--- src/rtl/oi_write_buffer.sv ---
// Output-image write buffer: queues pixel writes in a FIFO and drains them to
// the output-image memory as an Avalon-MM write master, with flush tracking.
module oi_write_buffer #(
    parameter int unsigned DEPTH     = 16,
    parameter int unsigned AW        = 32,
    parameter int unsigned DW        = 32,
    parameter int unsigned AF_MARGIN = 2
) (
    input  logic                     iClk,
    input  logic                     iReset,
    input  logic                     iWrreq,
    input  logic [AW-1:0]            iAddr,
    input  logic [DW-1:0]            iData,
    input  logic                     iFlush,
    output logic                     oWait_request,
    output logic [AW-1:0]            oAvm_address,
    output logic [DW-1:0]            oAvm_writedata,
    output logic [DW/8-1:0]          oAvm_byteenable,
    output logic                     oAvm_write,
    input  logic                     iAvm_waitrequest,
    output logic                     oFlush_done,
    output logic                     oOverflow,
    output logic [$clog2(DEPTH):0]   oLevel
);

    localparam int unsigned PW = $clog2(DEPTH);
    localparam int unsigned LW = PW + 1;

    typedef enum logic {StIdle, StWrite} state_e;

    state_e            state_q, state_d;
    logic [AW+DW-1:0]  mem_q [DEPTH];
    logic [PW-1:0]     wr_ptr_q, rd_ptr_q;
    logic [LW-1:0]     level_q, level_d;
    logic              wait_q, wait_d;
    logic              ovf_q, ovf_d;
    logic              pending_q, pending_d;
    logic [AW-1:0]     addr_q, addr_d;
    logic [DW-1:0]     data_q, data_d;
    logic              write_q, write_d;
    logic              empty, full, push, pop, flush_done;

    assign empty = (level_q == '0);
    assign full  = (level_q == LW'(DEPTH));
    // A full FIFO still takes a word when the head leaves on the same edge.
    assign push  = iWrreq && (!full || pop);

    always_comb begin
        level_d = level_q + LW'(push) - LW'(pop);
        wait_d  = (level_d >= LW'(DEPTH - AF_MARGIN));
        ovf_d   = ovf_q | (iWrreq & ~push);
    end

    always_comb begin
        state_d    = state_q;
        pop        = 1'b0;
        addr_d     = addr_q;
        data_d     = data_q;
        write_d    = write_q;
        flush_done = 1'b0;
        pending_d  = pending_q | iFlush;
        case (state_q)
            StIdle: begin
                write_d = 1'b0;
                if (!empty) begin
                    pop              = 1'b1;
                    {addr_d, data_d} = mem_q[rd_ptr_q];
                    write_d          = 1'b1;
                    state_d          = StWrite;
                end else if (pending_q) begin
                    // A flush arriving on the done edge is absorbed into this pulse.
                    flush_done = 1'b1;
                    pending_d  = 1'b0;
                end
            end
            StWrite: begin
                if (!iAvm_waitrequest) begin
                    if (!empty) begin
                        pop              = 1'b1;
                        {addr_d, data_d} = mem_q[rd_ptr_q];
                    end else begin
                        write_d = 1'b0;
                        state_d = StIdle;
                    end
                end
            end
            default: state_d = StIdle;
        endcase
    end

    always_ff @(posedge iClk) begin
        if (push) begin
            mem_q[wr_ptr_q] <= {iAddr, iData};
        end
    end

    always_ff @(posedge iClk or posedge iReset) begin
        if (iReset) begin
            state_q   <= StIdle;
            wr_ptr_q  <= '0;
            rd_ptr_q  <= '0;
            level_q   <= '0;
            wait_q    <= 1'b0;
            ovf_q     <= 1'b0;
            pending_q <= 1'b0;
            addr_q    <= '0;
            data_q    <= '0;
            write_q   <= 1'b0;
        end else begin
            state_q   <= state_d;
            level_q   <= level_d;
            wait_q    <= wait_d;
            ovf_q     <= ovf_d;
            pending_q <= pending_d;
            addr_q    <= addr_d;
            data_q    <= data_d;
            write_q   <= write_d;
            if (push) begin
                wr_ptr_q <= wr_ptr_q + PW'(1);
            end
            if (pop) begin
                rd_ptr_q <= rd_ptr_q + PW'(1);
            end
        end
    end

    assign oWait_request   = wait_q;
    assign oAvm_address    = addr_q;
    assign oAvm_writedata  = data_q;
    assign oAvm_byteenable = '1;
    assign oAvm_write      = write_q;
    assign oFlush_done     = flush_done;
    assign oOverflow       = ovf_q;
    assign oLevel          = level_q;

endmodule
--- config.mk ---
export PLATFORM = sky130hd
export DESIGN_NAME = oi_write_buffer
export DESIGN_NICKNAME = d
export VERILOG_FILES = /design/src/rtl/oi_write_buffer.sv
export SDC_FILE = /design/constraint.sdc
export NUM_CORES = 1
export LEC_CHECK = 0
export CAP_MARGIN = 20
export CORE_MARGIN = 1
export CORE_UTILIZATION = 57
export CTS_CLUSTER_SIZE = 30
export DETAILED_ROUTE_END_ITERATION = 8
export GPL_ROUTABILITY_DRIVEN = 0
export HOLD_SLACK_MARGIN = 0.12
export PLACE_DENSITY = 0.83
export SLEW_MARGIN = 30
export SYNTH_ARGS = -nofsm -noshare
export SYNTH_HDL_FRONTEND = slang
export SYNTH_SLANG_ARGS = --single-unit
--- constraint.sdc ---
create_clock -name iClk -period 17.1 [get_ports iClk]
set_clock_uncertainty 0.05 [all_clocks]
set_input_delay 2.565 -clock iClk [delete_from_list [all_inputs] [get_ports iClk]]
set_output_delay 2.565 -clock iClk [all_outputs]
set_load 0.01 [all_outputs]
# Word level (Yosys, flattened, before mapping)
# Memory sizes are Yosys's and may differ from the RTL's.
# Cells that the tools add are included.
[totals]
ff_bits = 82
mem_bits_rw = 1024
out_inout_bits = 77
word_cells = 51
mem_count = 1
[mem_list]
columns = ["name", "depth", "width", "read_ports", "rd_ports_with_merged_regs", "wr", "line_no", "text"]
rows = [
  ["mem_q", 16, 64, 1, 0, 1, "32", "logic [AW+DW-1:0] mem_q [DEPTH];"],
]
[classes]
add_sub_neg = 4
n_lt_le_gt_ge = 1
eq_ne = 3
n_mux = 22
bitwise_logic = 5
reduce_logical = 5
[op_table]
columns = ["op", "count"]
rows = [
  ["two-way mux 32 bit", 4],
  ["one-hot mux 32 bit (2 select lines)", 2],
  ["two-way mux 1 bit", 13],
  ["adder 4 x 1 -> 4 bit (second input constant)", 2],
  ["one-hot mux 1 bit (2 select lines)", 3],
  ["adder 5 x 1 -> 5 bit", 1],
  ["== test 5 bit (second input constant)", 1],
  [">= comparator 5 x 4 -> 1 bit (second input constant)", 1],
  ["zero test 5 bit", 1],
  ["subtractor 5 x 1 -> 5 bit", 1],
  ["!= test 2 x 1 -> 1 bit (second input constant)", 1],
  ["!= test 2 bit (second input constant)", 1],
  ["inverter 1 bit", 2],
  ["OR 1 bit", 2],
  ["AND reduction 2 bit", 1],
  ["AND 1 bit", 1],
  ["logical AND 1 bit", 1],
  ["zero test 1 bit", 1],
  ["logical OR 1 bit", 1],
]

# Depth between registers and ports, before layout
# Gate-level depths: netlist of the first run.
[depth]
word_depth = 9
depth_mapped = 14

# Worst setup path before layout of the first run
# No wires, ideal clock.
[synth_timing]
path_type = "input-to-reg"
from = "input iAvm_waitrequest"
to = "memory mem_q[3][0] in the netlist's numbering, enable pin"
setup_time_ns = 0.644
arrival_ns = 9.156
setup_slack_ns = 7.250
stages = 5
cell_sequence = "nand3_1 o21a_1 clkbuf_1 inv_2 nor4_1"
[synth_via]
elab_chain_len = 6
[synth_rtl]
columns = ["item", "line_no", "text"]
rows = [
  ["start: declaration", "20", "input logic iAvm_waitrequest,"],
  ["two-way mux 1 bit", "77", "if (!iAvm_waitrequest) begin"],
  ["one-hot mux 1 bit (2 select lines)", "62", "case (state_q)"],
  ["logical OR 1 bit", "46", "assign push = iWrreq && (!full || pop);"],
  ["logical AND 1 bit", "46", ""],
  ["two-way mux 1 bit", "92", "if (push) begin"],
  ["two-way mux 1 bit (implied by the code)", "93", "mem_q[wr_ptr_q] <= {iAddr, iData};"],
  ["end: declaration", "32", ""],
]
# No other way between the ends.

# Final worst setup path of the first run
[layout_timing]
from = "register level_q[3] (netlist: oLevel[3])"
to = "output oFlush_done"
[layout_via]
elab_chain_len = 3
[layout_rtl]
columns = ["item", "line_no", "text"]
rows = [
  ["start: declaration", "34", "logic [LW-1:0] level_q, level_d;"],
  ["start signal: assignment", "111", "level_q <= level_d;"],
  ["zero test 5 bit", "43", "assign empty = (level_q == '0);"],
  ["two-way mux 1 bit", "65", "if (!empty) begin"],
  ["two-way mux 1 bit", "62", ""],
  ["end: declaration", "21", "output logic oFlush_done,"],
]
# No other way between the ends.

==> metrics, run 1 <==
clock transition at the registers of the reported paths 60 ps; Final ANT Viol Nets 0; share of cells above drive strength 1 26.6%; TritonCTS buffer count 102; Gate power share 27.3%; Post-Synthesis Cells 1,809; DP Cell Count 2,834; Post-CTS Hold Buffers 0; CTS Sinks 1,106; CP Capture Type output port; total of max-cap violations 0; Max clock buf depth 3; CTS root buf clkbuf_16; status completed; Vias 20,000; Synth top cells by count edfxtp_1, mux4_2, o22ai_1; crit start category flop; sequential area share after synthesis 78.5%; Worst-Margin Slew 981 ps; Die W 273 um; post_cts resized 0; Psw 2.34 mW; Worst VDD drop 0.000117 V; top cell type's share of synthesized area 73.6%; sequential standard cell area 32,800 um^2; Tcrit/Tclk final 35.4%; Final Hold Vio Count 0; clk_lat worst skew 680 ps; Port Buffers 141; post-synth cell types 44; Final Max Slew Viols 0; drt first pass iters 6; Crit path arrival time 3440 ps; Worst EP required 14,490 ps; first-pass GRT wire length 142,000 um; initial core utilization 58.1%; post-DR vias/cell 6.59; GRT Total Usage 26.6%; IO Pins 146; P&R area growth vs syn 14.0%; Setup TNS 0 ps; die area 74,400 um^2; hpwl dp 50,400 um; f_max 165 MHz; Synth area leaders edfxtp_1, mux4_2, dfrtp_1; Final nets 2,071; Worst Setup Path Type reg -> out; share of power burned in the clock network 28.2%; total grt overflow 0; Power Density 168 nW/um^2; Mean Syn Cell Area 23.1 um^2; TritonCTS clock tree built; register bit count reported by yosys 1,106; minimum clock period 6060 ps; slew margin rel. 34.6%; vias in the first global route 21,100; Final setup viols 0; Most used DFF post-synth edfxtp_1; num rows 98; total routed wirelength 96,600 um; worst hold slack 494 ps; total core area 72,000 um^2; RSZ-0062 raised after global routing false; Yosys top cell by area edfxtp_1; Sequential Power Share 44.5%; ys async rst share 7.41%; Max Fanout on Critical Path 5; # Post-CTS Setup Buffers 0; area of the multi-input gates 8460 um^2; initial antenna violation count 2; Post-Syn Area 41,800 um^2; Leakage Power 15.1 nW; synth warn 0; Die Y 273 um; Post-synth EDFFs 1,024; fill cell count 4,146; CTS HTree Levels 3; number of remaining DRC errors 0; switch share 29.3%; Final Instance Count excl. Fillers 3,031; largest net degree at the start of global routing 106; Avg WL per Cell 31.9 um; Worst Hold Class reg -> reg; top-count cell post-synth edfxtp_1; internal power 5.64 mW; Detailed Route Iter0 Violations 2,566
[layout by cell type, fill, tap and decap left out, types with 5 or more instances in the layout]
cell type        count
o22ai_1            104
buf_4               19
inv_1               13
clkinv_1             8
nor2_4               8
edfxtp_1          1024
bufinv_16            8
buf_12               7
clkbuf_16          103
clkbuf_1            42
mux4_2             256
a21oi_1             39
clkdlybuf4s50_1    141
nor2_1              30
dfrtp_1             78
o22ai_2             24
clkbuf_8             5
ha_1                11
nand2_1              5
mux2_2              64
buf_6                6
xnor2_1              6
clkinv_2            19
[worst paths after layout]
check | cells past startpoint | slack [ps] | startpoint | endpoint
worst max-delay path | 5 | 11040 | oLevel[3]$_DFF_PP0_ | oFlush_done
worst max register to register | 6 | 13180 | rd_ptr_q[0]$_DFFE_PP0N_ | oAvm_address[20]$_DFFE_PP0P_
max in group asynchronous | 3 | 13400 | iReset | rd_ptr_q[0]$_DFFE_PP0N_
worst min-delay path | 2 | 490 | oAvm_address[12]$_DFFE_PP0P_ | oAvm_address[12]$_DFFE_PP0P_
min in group asynchronous | 2 | 2220 | iReset | oLevel[3]$_DFF_PP0_
worst min register to register | 2 | 490 | oAvm_address[12]$_DFFE_PP0P_ | oAvm_address[12]$_DFFE_PP0P_
[through the flow]
stage / instance area (um^2) / utilization, % / total power [mW] / worst slack (ps)
final: 47700 / 66.2 / 7.98 / 11040
after global placement: 44100 / 61.3 / 5.64 / 11140
after floorplan: 41800 / - / 5.04 / 7250
after detailed placement: 44300 / 61.6 / 5.73 / 11140
after CTS: 47600 / 66.1 / 8.02 / 11050
after global routing: 47700 / 66.2 / 8.25 / 10940
[critical path: stages, from the launching register on]
cell	delay, ps
dfrtp_1	400
inv_1	90
ha_1	190
or4b_1	700
nor3b_1	680
clkdlybuf4s50_1	700
[cell families after synthesis]
kind of cell	synth area share, %
XOR/XNOR	0.210
adder cells (fa/ha/maj)	0.377
buffers and inverters	1.57
AND/OR/NAND/NOR	0.937
flip-flops	78.5
AO/OA/AOI/OAI	2.86
multiplexers	15.5
other	0.00897
[registers in the layout, summed over array words and instances, names as in the netlist]
| name | count |
|---|---|
| mem_q | 1024 |
| oAvm_address | 32 |
| oAvm_write | 1 |
| oAvm_writedata | 32 |
| oLevel | 5 |
| oOverflow | 1 |
| oWait_request | 1 |
| pending_q | 1 |
| rd_ptr_q | 4 |
| state_q | 1 |
| wr_ptr_q | 4 |
[power by group through the flow]
| stage | Combinational [mW] | Sequential [mW] | Clock (mW) |
|---|---|---|---|
| final | 2.18 | 3.56 | 2.25 |
| after global routing | 2.30 | 3.58 | 2.37 |
| after CTS | 2.16 | 3.58 | 2.27 |
| after detailed placement | 2.11 | 3.62 | 0 |
| after global placement | 2.04 | 3.60 | 0 |
| after floorplan | 1.52 | 3.52 | 0 |
[routing by layer]
metal	global-route usage (%)	up-vias	routed length, um
li1	-	8024	-
met1	33.9	10600	34300
met2	47.2	1185	52000
met3	3.81	209	7290
met4	9.00	4	3050
met5	0	-	27
[final cells by class]
cell class	count	share of cell area (%)
antenna	1	0.00525
inverter	15	0.123
timing repair buffer	176	3.87
clock buffer	150	5.88
tap	950	2.49
clock inverter	44	1.01
sequential	1106	68.9
multi-input combinational	589	17.8
(Power assumes the default switching activity.)
==> run 2, diff against run 1 <==
==> constraint.sdc (replaced) <==
create_clock -name iClk -period 6.17 [get_ports iClk]
set_clock_uncertainty 0.05 [all_clocks]
set_input_delay 0.9255 -clock iClk [delete_from_list [all_inputs] [get_ports iClk]]
set_output_delay 0.9255 -clock iClk [all_outputs]
set_load 0.01 [all_outputs]
==> metrics, run 2 (synthesized netlist as in run 1, its figures left out) <==
num rows 98 (unchanged); Reg with most FFs mem_q (unchanged); Worst Setup Path Type reg -> out (unchanged); total grt overflow 0 (unchanged); CTS HTree Levels 3 (unchanged); CTS root buf clkbuf_16 (unchanged); slew margin rel. 33.1% (was 34.6%); Max clock buf depth 3 (unchanged); TritonCTS clock tree built (unchanged); initial antenna violation count 2 (unchanged); pre-CTS WS 1950 ps (was 11,140 ps); Post-CTS Hold Buffers 0 (unchanged); Tcrit/Tclk final 71.1%; PnR worst setup slack 1780 ps (was 11,040 ps); fill cell count 4,161 (was 4,146); first-pass GRT wire length 147,000 um (was 142,000 um); max reg flops 1,024 (unchanged); Final Instance Count excl. Fillers 3,023 (was 3,031); Ant. Diodes 0 (was 1); RSZ-0062 raised after global routing false (unchanged); Worst VDD drop 0.000363 V (was 0.000117 V); Power Density 469 nW/um^2 (was 168 nW/um^2); post_cts resized 0 (unchanged); Worst-Margin Slew 1000 ps (was 981 ps); Die Y 273 um (unchanged); Detailed Route Iter0 Violations 2,680 (was 2,566); Vias 20,200 (was 20,000); Final setup viols 0 (unchanged); TritonCTS buffer count 100 (was 102); die area 74,400 um^2 (unchanged); Port Buffers 141 (unchanged); clock transition at the registers of the reported paths 70 ps (was 60 ps); Die W 273 um (unchanged); CTS Sinks 1,106 (unchanged); design area 47,700 um^2 (about the same); DP Cell Count 2,837 (was 2,834); hpwl dp 53,900 um (was 50,400 um); largest net degree at the start of global routing 109 (was 106); P&R area growth vs syn 14.3% (was 14.0%); post-DR vias/cell 6.68 (was 6.59); drt first pass iters 7 (was 6); minimum clock period 4390 ps; total of max-cap violations 0 (unchanged); clk_lat worst skew 660 ps (was 680 ps); status completed (unchanged); f_max 228 MHz; CP Capture Type output port (unchanged); GRT Total Usage 27.7% (was 26.6%); Final Max Slew Viols 0 (unchanged); Final Hold Vio Count 0 (unchanged); Worst Reg-to-Reg Cells 7 (was 6); Final ANT Viol Nets 0 (unchanged); Crit path arrival time 3410 ps (was 3440 ps); Final nets 2,070 (was 2,071); Worst Hold Class reg -> reg (unchanged); total routed wirelength 101,000 um (was 96,600 um); most common cell after layout, fill and taps aside edfxtp_1 (unchanged); Avg WL per Cell 33.4 um (was 31.9 um); # Post-CTS Setup Buffers 0 (unchanged); hold depth 2 (unchanged); Max Fanout on Critical Path 5 (unchanged); share of cells above drive strength 1 27.4% (was 26.6%); vias in the first global route 21,300 (was 21,100); Leakage Power 15.1 nW (about the same); Worst EP required 5190 ps (was 14,490 ps); crit start category flop (unchanged); area post-placement 44,400 um^2 (was 44,300 um^2); IO Pins 146 (unchanged); most frequent cells in the layout edfxtp_1, mux4_2, clkdlybuf4s50_1 (unchanged); number of remaining DRC errors 0 (unchanged); initial core utilization 58.1% (unchanged); total core area 72,000 um^2 (unchanged); Core Util, Final 66.3% (was 66.2%)
run 2: changes by cell type in the layout (fill, tap and decap cells not counted), sizes merged:
| cell | change |
|---|---|
| clkinv | +4 |
| clkbuf | -15 |
| bufinv | +3 |
| inv | -3 |
| buf | +1 |
| diode | -1 |
| clkinvlp | +3 |
run 2: cell type report:
| cell class | count | area [um^2] | area share, % |
|---|---|---|---|
| Multi-Input combinational cell | 589 | 8460 | 17.7 |
| Inverter | 15 | 58.8 | 0.123 |
| Clock inverter | 51 | 551 | 1.15 |
| Clock buffer | 135 | 2790 | 5.84 |
| Tap cell | 950 | 1190 | 2.49 |
| Timing Repair Buffer | 177 | 1890 | 3.96 |
| Sequential cell | 1106 | 32800 | 68.7 |
run 2: per-layer routing:
layer | global-route usage (%) | wire length [um]
met3 | 4.10 | 8260
met2 | 48.8 | 54300
met4 | 10.4 | 3900
met1 | 35.0 | 34600
met5 | 0 | 23
run 2: worst max-delay path, stage by stage (launching register included):
cell             delay (ps)
dfrtp_1                 400
inv_1                   100
ha_1                    180
or4b_1                  690
nor3b_1                 680
clkdlybuf4s50_1         710
run 2: power breakdown:
part	total, mW	switching [mW]	internal, mW
clock network	6.36	2.73	3.63
logic	6.04	3.09	2.95
registers	9.99	0.800	9.20
total	22.4	6.61	15.8
run 2: worst paths after layout:
path                                                end  slack [ps]                         start
setup / recovery                            oFlush_done        1780           oLevel[3]$_DFF_PP0_
hold / removal             oAvm_address[21]$_DFFE_PP0P_         510  oAvm_address[21]$_DFFE_PP0P_
setup reg to reg                mem_q[15][19]$_DFFE_PP_        2650           oLevel[2]$_DFF_PP0_
hold reg to reg            oAvm_address[21]$_DFFE_PP0P_         510  oAvm_address[21]$_DFFE_PP0P_
max in group asynchronous       rd_ptr_q[1]$_DFFE_PP0N_        4070                        iReset
min in group asynchronous       oWait_request$_DFF_PP0_         730                        iReset
run 2: through the flow:
step	power [mW]	hold slack, ps	TNS, ps
after floorplan	14.0	406	-522210
after global placement	15.7	475	0
after detailed placement	16.0	486	0
after CTS	22.5	514	0
after global routing	23.1	535	0
final	22.4	507	0
